**src/rtl/pu_msp430_defines.sv**
```systemverilog
// Shared bench macros for the MSP430 instruction path.
// DBG_SWBRK_OP is the software-breakpoint opcode that the encoder emits for
// req_type=3 when PU_MSP430_ENC_SWBRK_EN is defined.
`ifndef PU_MSP430_DEFINES_SV
`define PU_MSP430_DEFINES_SV
`define DBG_SWBRK_OP 16'h4343
`endif

```
**src/rtl/pu_msp430_pkg.sv**
```systemverilog
// Common codes for the MSP430 instruction encoder: request types, output word
// kinds, encoder FSM states and the fixed opcode prefixes.
package pu_msp430_pkg;

    typedef enum logic [1:0] {
        REQ_SIGOP = 2'd0,
        REQ_JUMP  = 2'd1,
        REQ_TWOOP = 2'd2,
        REQ_SWBRK = 2'd3
    } req_type_e;

    typedef enum logic [1:0] {
        KIND_OPC     = 2'd0,
        KIND_SRC_EXT = 2'd1,
        KIND_DST_EXT = 2'd2
    } out_kind_e;

    typedef enum logic [1:0] {
        ST_IDLE    = 2'd0,
        ST_OPC     = 2'd1,
        ST_SRC_EXT = 2'd2,
        ST_DST_EXT = 2'd3
    } enc_state_e;

    localparam logic [5:0] SIGOP_PREFIX = 6'b000100;
    localparam logic [2:0] JUMP_PREFIX  = 3'b001;

    localparam logic [2:0] SIGOP_SWPB = 3'd1;
    localparam logic [2:0] SIGOP_SXT  = 3'd3;
    localparam logic [2:0] SIGOP_CALL = 3'd5;
    localparam logic [2:0] SIGOP_RETI = 3'd6;

    // Indexed (x(Rn), absolute, symbolic) and immediate (@PC+) sources carry
    // an extension word; r3 constant-generator modes and r2 modes 10/11 do not.
    function automatic logic src_ext_needed(input logic [1:0] as_mode,
                                            input logic [3:0] src_reg);
        return ((as_mode == 2'b01) && (src_reg != 4'd3)) ||
               ((as_mode == 2'b11) && (src_reg == 4'd0));
    endfunction

endpackage

```
**src/rtl/pu_msp430_inst_word.sv**
```systemverilog
// Combinational mapping from request fields to the MSP430 opcode word plus
// the extension-word flags and an illegal-request flag.
// Macro: PU_MSP430_ENC_SWBRK_EN enables the software-breakpoint request type.
`ifdef PU_MSP430_ENC_SWBRK_EN
`include "pu_msp430_defines.sv"
`endif
module pu_msp430_inst_word
    import pu_msp430_pkg::*;
(
    input  logic [1:0]  req_type,
    input  logic [3:0]  op,
    input  logic        bw,
    input  logic [3:0]  src,
    input  logic [1:0]  as_mode,
    input  logic [3:0]  dst,
    input  logic        ad,
    input  logic [9:0]  jmp_off,
    output logic [15:0] opcode,
    output logic        need_src_ext,
    output logic        need_dst_ext,
    output logic        illegal
);

    logic       bw_eff;
    logic [1:0] as_eff;
    logic [3:0] src_eff;

    // Build the opcode and extension flags for each instruction format
    always_comb begin
        opcode       = 16'h0000;
        need_src_ext = 1'b0;
        need_dst_ext = 1'b0;
        illegal      = 1'b0;
        bw_eff       = bw;
        as_eff       = as_mode;
        src_eff      = src;
        case (req_type)
            REQ_TWOOP: begin
                opcode       = {op, src, ad, bw, as_mode, dst};
                need_src_ext = src_ext_needed(as_mode, src);
                need_dst_ext = ad;
                illegal      = (op < 4'd4);
            end
            REQ_SIGOP: begin
                // SWPB/SXT/CALL/RETI have no byte form; RETI has no operand
                if (op[2:0] == SIGOP_SWPB || op[2:0] == SIGOP_SXT ||
                    op[2:0] == SIGOP_CALL || op[2:0] == SIGOP_RETI)
                    bw_eff = 1'b0;
                if (op[2:0] == SIGOP_RETI) begin
                    as_eff  = 2'b00;
                    src_eff = 4'd0;
                end
                opcode       = {SIGOP_PREFIX, op[2:0], bw_eff, as_eff, src_eff};
                need_src_ext = src_ext_needed(as_eff, src_eff);
                illegal      = (op > 4'd6);
            end
            REQ_JUMP: begin
                opcode = {JUMP_PREFIX, op[2:0], jmp_off};
            end
            default: begin
`ifdef PU_MSP430_ENC_SWBRK_EN
                opcode = `DBG_SWBRK_OP;
`else
                illegal = 1'b1;
`endif
            end
        endcase
    end

endmodule

```
**src/rtl/pu_msp430_inst_encoder.sv**
```systemverilog
// MSP430 instruction encoder: accepts a symbolic request, emits opcode and
// optional source/destination extension words on a valid/ready stream, and
// counts fully emitted instructions.
// Macro: PU_MSP430_ENC_SWBRK_EN makes req_type=3 emit DBG_SWBRK_OP.
module pu_msp430_inst_encoder
    import pu_msp430_pkg::*;
(
    input  logic        mclk,
    input  logic        puc_rst,
    input  logic        req_valid,
    output logic        req_ready,
    input  logic [1:0]  req_type,
    input  logic [3:0]  req_op,
    input  logic        req_bw,
    input  logic [3:0]  req_src,
    input  logic [1:0]  req_as,
    input  logic [3:0]  req_dst,
    input  logic        req_ad,
    input  logic [9:0]  req_jmp_off,
    input  logic [15:0] req_src_ext,
    input  logic [15:0] req_dst_ext,
    output logic        out_valid,
    input  logic        out_ready,
    output logic [15:0] out_word,
    output logic [1:0]  out_kind,
    output logic        out_last,
    output logic        enc_err,
    output logic [31:0] inst_number
);

    enc_state_e  state;
    logic [15:0] opcode;
    logic        need_src_ext;
    logic        need_dst_ext;
    logic        illegal;
    logic [15:0] src_ext_q;
    logic [15:0] dst_ext_q;
    logic        need_src_q;
    logic        need_dst_q;

    pu_msp430_inst_word u_word (
        .req_type     (req_type),
        .op           (req_op),
        .bw           (req_bw),
        .src          (req_src),
        .as_mode      (req_as),
        .dst          (req_dst),
        .ad           (req_ad),
        .jmp_off      (req_jmp_off),
        .opcode       (opcode),
        .need_src_ext (need_src_ext),
        .need_dst_ext (need_dst_ext),
        .illegal      (illegal)
    );

    assign req_ready = (state == ST_IDLE);

    // Encoder FSM: capture request, then step through the words on handshakes
    always_ff @(posedge mclk) begin
        if (puc_rst) begin
            state       <= ST_IDLE;
            out_valid   <= 1'b0;
            out_word    <= 16'h0000;
            out_kind    <= KIND_OPC;
            out_last    <= 1'b0;
            enc_err     <= 1'b0;
            inst_number <= 32'd0;
            src_ext_q   <= 16'h0000;
            dst_ext_q   <= 16'h0000;
            need_src_q  <= 1'b0;
            need_dst_q  <= 1'b0;
        end else begin
            enc_err <= 1'b0;
            case (state)
                ST_IDLE: begin
                    if (req_valid) begin
                        if (illegal) begin
                            enc_err <= 1'b1;
                        end else begin
                            state      <= ST_OPC;
                            out_valid  <= 1'b1;
                            out_word   <= opcode;
                            out_kind   <= KIND_OPC;
                            out_last   <= !(need_src_ext || need_dst_ext);
                            src_ext_q  <= req_src_ext;
                            dst_ext_q  <= req_dst_ext;
                            need_src_q <= need_src_ext;
                            need_dst_q <= need_dst_ext;
                        end
                    end
                end
                default: begin
                    if (out_ready) begin
                        if (out_last) begin
                            state       <= ST_IDLE;
                            out_valid   <= 1'b0;
                            inst_number <= inst_number + 32'd1;
                        end else if (state == ST_OPC && need_src_q) begin
                            state    <= ST_SRC_EXT;
                            out_word <= src_ext_q;
                            out_kind <= KIND_SRC_EXT;
                            out_last <= !need_dst_q;
                        end else begin
                            state    <= ST_DST_EXT;
                            out_word <= dst_ext_q;
                            out_kind <= KIND_DST_EXT;
                            out_last <= 1'b1;
                        end
                    end
                end
            endcase
        end
    end

endmodule
```
**config.mk**
```make
export PLATFORM = sky130hd
export DESIGN_NAME = pu_msp430_inst_encoder
export DESIGN_NICKNAME = d
export VERILOG_FILES = /design/src/rtl/pu_msp430_pkg.sv /design/src/rtl/pu_msp430_inst_word.sv /design/src/rtl/pu_msp430_inst_encoder.sv
export VERILOG_INCLUDE_DIRS = /design/src /design/src/rtl
export SDC_FILE = /design/constraint.sdc
export NUM_CORES = 1
export LEC_CHECK = 0
export BUFFER_PORTS_ARGS = -buffer_cell sky130_fd_sc_hd__buf_2
export CAP_MARGIN = 30
export CORE_ASPECT_RATIO = 0.9
export CORE_MARGIN = 1.5
export CORE_UTILIZATION = 40
export DETAILED_ROUTE_END_ITERATION = 10
export PLACE_DENSITY = 0.64
export SYNTH_ARGS = -nofsm -noshare
export SYNTH_HDL_FRONTEND = slang
export SYNTH_SLANG_ARGS = --single-unit
```
**constraint.sdc**
```tcl
create_clock -name mclk -period 2.26 [get_ports mclk]
set_input_delay 0.452 -clock mclk [delete_from_list [all_inputs] [get_ports mclk]]
set_output_delay 0.452 -clock mclk [all_outputs]
set_load 0.05 [all_outputs]
```
==> flow_summary.ini, run 1 <==
[placement]
place.gp.congestion = 0.882
portBuffers = 117
dpl.cell_count = 744
hpwl_um = 10000
dpl_worst_slack_ns = 0.228

[grt]
antenna_found_initial = 0
grt.overflow.total = 0
grt_usage_pct = 24.5
grt_pass1_vias = 4345
grt_first_pass_wirelength_um = 22300
grt_max_degree = 57

[yosys]
synthTopCellsByCount = dfxtp_1, a21oi_1, nand3_1, o21ai_0, clkbuf_1
ys_types = 64
seq_area_frac_synth_pct = 40.8
synth_compound_area_share_pct = 28.7
synth_top_flop_cell = dfxtp_1
synth_top_area_cell = dfxtp_1
synth.area.top_cells = dfxtp_1, a21oi_1, nand3_1
synth_top_family_by_area = compound AO/OA/AOI/OAI gates
yosys_warnings = 0
synth.avg_cell_area_sq_um = 8.40
synth_fp_nets = 585
synth_simple_gate_area_share_pct = 21.7
synth_xor_area_share_pct = 2.01
yosysTopAreaCellShare_pct = 40.8
synth_cells = 520
yosysMostFrequentCell = dfxtp_1
synth_edf_count = 0
synth-adder-area-share_pct = 0.286
ys_async_sr_fraction_pct = 0
muxShareOfSynthArea_pct = 1.46
ys_seq_elements = 89
syn_area_sq_um = 4370

[worst_setup_path]
crit_arrival_ns = 1.68
rr_worst_depth = 5
worstPathMaxFanout = 11
cp_cell_sequence = or2_2 > inv_1 > buf_4 > buf_2
r2r_slack_ns = 0.20
worstSetupPathType = flip-flop to output pin
cp-end-kind = output pin
crit_slowest_cell = dfxtp_1
cp.required_ns = 1.81
cpPeakStageDelay_ns = 0.42
start_kind = flip-flop

[clock_tree]
cts_tree = built
cts_buffers = 9
postCtsResizedCells = 0
clk_path_buf_depth = 2
clock_tree.root_cell = clkbuf_16
clkSinkCount = 89
clk_pin_slew_ns = 0.08
cts_setup_buffers = 0
htreeDepth = 3
cts_hold_buf = 0
clk_latency_ns = 0.35

[timing]
slew_viol_final = 0
finalWorstSetupSlack_ns = 0.130
final-hold-violation-count = 0
worst_slew_pin_slew_ns = 0.605
max_freq_ghz = 0.470
clock_skew_ns = 0.00764
rsz0062_at_grt = no
setup_viol = 0
fin_hold_ws_ns = 0.346
relSlewSlack_pct = 59.7
post-route-period-util_pct = 94.2
fin_crit_ns = 2.13
fin_tns_setup_ns = 0

[route]
drt_iter0_markers = 346
drtAntennaViolNets = 0
drc = 0
avgRoutedWirePerCell_um = 18.6
wirelength_um = 14100
vias = 4659
vias_per_cell = 6.13
first_pass_iters = 5

[power_and_ir_drop]
static-leakage-power_nw = 2.11
powerDensity_nw_per_um2 = 769
peakVddDrop_v = 0.000354
p_total_mw = 4.21

[floorplan]
die_h_um = 102
core_sq_um = 10400
io-pin-count = 118
initial_utilization_pct = 41.9
rows = 35
dieArea_sq_um = 11600
die_x_um = 113

[final_layout]
fin_cells = 760
antenna_cells = 0
fin_nets = 691
fillCellCount = 1020
area_growth_pct = 25.4
drive_gt1_share_pct = 27.1

[run_status]
status = finished clean

[worst_hold_path]
hold_path_class = input pin to flip-flop
whs_path_depth = 3

[job]
max-cap-violations = 0
## flip-flops by register name, summed over array words and instances, names as in the netlist
signal       count
src_ext_q       16
out_valid        1
out_kind         2
enc_err          1
need_dst_q       1
need_src_q       1
inst_number     32
dst_ext_q       16
out_last         1
out_word        16
state            2
## path summary, 6_finish.rpt
check,start,end
max,state[1],req_ready
max reg2reg,inst_number[0],inst_number[28]
min reg2reg,out_valid,out_valid
min,req_dst_ext[9],dst_ext_q[9]
## layout make-up
type                    instances  area (sq um)  area share [%]
multi-input cells             376          2370            43.3
inverters                       8          30.0           0.548
repair buffers                142           811            14.8
well taps                     129           161            2.95
clock inverters                 7          95.1            1.74
flip-flops and latches         89          1780            32.6
clock buffers                   9           225            4.11
## critical path, delay by kind of cell (launching register included)
| family | cells | cell delay (ns) |
|---|---|---|
| buf+inv | 3 | 0.56 |
| flops | 1 | 0.42 |
| simple gates | 1 | 0.35 |
## layout by cell type, fill, tap and decap left out, types with 4 or more instances in the layout
master     count
a221oi_1       7
xnor2_1        4
o41ai_1        5
o22ai_1        5
buf_2        117
nand3_1       46
nand4_1       13
o31ai_1       15
nor2_1        17
o21ai_0       44
or3_1          5
xor2_1         6
a311oi_1       6
buf_4         22
o2111ai_1      5
a21oi_1       63
dfxtp_1       88
nand3b_1       9
and3_1         5
nor3_1         5
a211oi_1      11
nor4b_1        4
nand2_1       21
clkbuf_16      9
inv_1          8
a21boi_0       4
nor2b_1        5
or4_1         15
## cell families after synthesis
family	after synthesis
AO/OA/AOI/OAI	195
AND/OR/NAND/NOR	164
flip-flops	89
buffers and inverters	55
XOR/XNOR	10
multiplexers	6
adder cells (fa/ha/maj)	1
## per-stage QoR
| stage | instance area (sq um) | util, % |
|---|---|---|
| after global placement | 5150 | 49.5 |
| after detailed placement | 5150 | 49.5 |
| after global routing | 5480 | 52.5 |
| after CTS | 5480 | 52.5 |
| after floorplan | 4370 | - |
| final | 5480 | 52.5 |
## routing by layer
| metal | GRT usage, % | part of all wire, % | vias to the layer above |
|---|---|---|---|
| li1 | - | - | 2225 |
| met1 | 34.1 | 44 | 2209 |
| met2 | 38.3 | 45 | 205 |
| met3 | 5.93 | 9.6 | 20 |
| met4 | 6.35 | 1.3 | 0 |
| met5 | 0 | 0 | - |
## power breakdown
part           leakage (nW)  internal, mW  total (mW)  switching, mW
Clock                 0.157         0.893        1.61          0.716
Sequential            0.724          1.66        1.73         0.0681
Combinational          1.23         0.279       0.873          0.594
Power figures use the tool's default switching activity.
==> run 2, diff against run 1 <==
--- a/config.mk
+++ b/config.mk
@@ -13,6 +13,7 @@
 export CORE_UTILIZATION = 40
 export DETAILED_ROUTE_END_ITERATION = 10
 export PLACE_DENSITY = 0.64
+export RECOVER_POWER = 25
 export SYNTH_ARGS = -nofsm -noshare
 export SYNTH_HDL_FRONTEND = slang
 export SYNTH_SLANG_ARGS = --single-unit
==> flow_summary.ini, run 2 (same netlist as run 1, synthesis figures left out) <==
[clock_tree]
cts_setup_buffers = 0
clk_latency_ns = 0.34
clk_path_buf_depth = 2
clkSinkCount = 89
htreeDepth = 3
cts_buffers = 9
postCtsResizedCells = 0
clock_tree.root_cell = clkbuf_16
cts_hold_buf = 0
cts_tree = built
clk_pin_slew_ns = 0.07

[grt]
grt_usage_pct = 24.5
grt_max_degree = 57
antenna_found_initial = 0
grt_pass1_vias = 4345
grt_first_pass_wirelength_um = 22300
grt.overflow.total = 0

[final_layout]
fin_util_pct = 52.1
antenna_cells = 0
area_growth_pct = 24.4
regMostFlops = inst_number
final_cell_mix = dfxtp_1, buf_2, a21oi_1, nand3_1, o21ai_0
drive_gt1_share_pct = 22.2
fin_nets = 691
largest_register_ffs = 32
layout_commonest_cell = dfxtp_1
fillCellCount = 1038
fin_cells = 760

[placement]
place.gp.congestion = 0.882
portBuffers = 117
hpwl_um = 10000
dpl.cell_count = 744

[timing]
fin_crit_ns = 2.13
setup_viol = 0
rsz0062_at_grt = no
max_freq_ghz = 0.468
final-hold-violation-count = 0
fin_tns_setup_ns = 0
slew_viol_final = 0
relSlewSlack_pct = 39.6
post-route-period-util_pct = 94.5
worst_slew_pin_slew_ns = 0.906
clock_skew_ns = 0.00501

[floorplan]
core_sq_um = 10400
die_x_um = 113
initial_utilization_pct = 41.9
io-pin-count = 118
dieArea_sq_um = 11600
die_h_um = 102
rows = 35

[power_and_ir_drop]
static-leakage-power_nw = 1.98
peakVddDrop_v = 0.000353
powerDensity_nw_per_um2 = 771
p_total_mw = 4.19

[route]
vias = 4644
drt_iter0_markers = 380
wirelength_um = 14200
drc = 0
vias_per_cell = 6.11
first_pass_iters = 6
avgRoutedWirePerCell_um = 18.6
drtAntennaViolNets = 0

[worst_setup_path]
path_buf_inv = 3
start_kind = flip-flop
crit_arrival_ns = 1.68
worstPathMaxFanout = 11
cp-end-kind = output pin
startpoint = state[1]
cpPeakStageDelay_ns = 0.42
crit_slowest_cell = dfxtp_1
cp.required_ns = 1.81
worstSetupPathType = flip-flop to output pin
cp_cell_sequence = or2_2 > inv_1 > buf_4 > buf_2
r2r_start = inst_number[0]
crit_family = buffers and inverters

[worst_hold_path]
hp-start = req_src_ext[1]
hold_path_class = input pin to flip-flop

[job]
max-cap-violations = 0

[run_status]
status = finished clean
-- run 2: cell types whose count changed in the layout (fill, tap and decap cells not counted), sizes merged --
| cell | previous run | this run |
|---|---|---|
| buf | 142 | 111 |
| clkbuf | 9 | 40 |
-- run 2: cell type report --
class	instances	area, sq um	area share, %
Inverter	8	30.0	0.553
Tap cell	129	161	2.97
Multi-Input combinational cell	376	2370	43.6
Clock buffer	9	225	4.14
Clock inverter	7	95.1	1.75
Sequential cell	89	1780	32.8
Timing Repair Buffer	142	769	14.2
-- run 2: path summary, 6_finish.rpt --
| kind | to | cells past startpoint | slack, ns |
|---|---|---|---|
| worst max-delay path | req_ready | 4 | 0.13 |
| worst min-delay path | src_ext_q[1] | 3 | 0.35 |
| worst max register to register | inst_number[28] | 5 | 0.21 |
| worst min register to register | out_valid | 2 | 0.47 |
-- run 2: per-layer routing --
layer  part of all wire (%)  track usage [%]
met1                     46             34.1
met2                     46             38.3
met3                    7.6             5.93
met5                      0                0
met4                    1.0             6.35
-- run 2: tightest hold or removal path: cells and delay by family --
family	cells	cell delay (ns)
buffers and inverters	1	0.09
AOI/OAI and AO/OA	1	0.05
and+or+nand+nor	1	0.05
-- run 2: stage by stage --
stage                     hold slack [ns]  setup WS [ns]  cell area [sq um]
final                               0.350          0.125               5430
after floorplan                     0.450       0.000230               4370
after global routing                0.339         0.0713               5430
after detailed placement            0.464          0.228               5150
after CTS                           0.337          0.138               5480
after global placement              0.447          0.233               5150
-- run 2: power by group --
group	internal (mW)	switching (mW)	leakage, nW	total [mW]
Sequential	1.66	0.0696	0.724	1.73
Clock	0.893	0.708	0.157	1.60
Combinational	0.266	0.595	1.10	0.861
Total	2.82	1.37	1.98	4.19
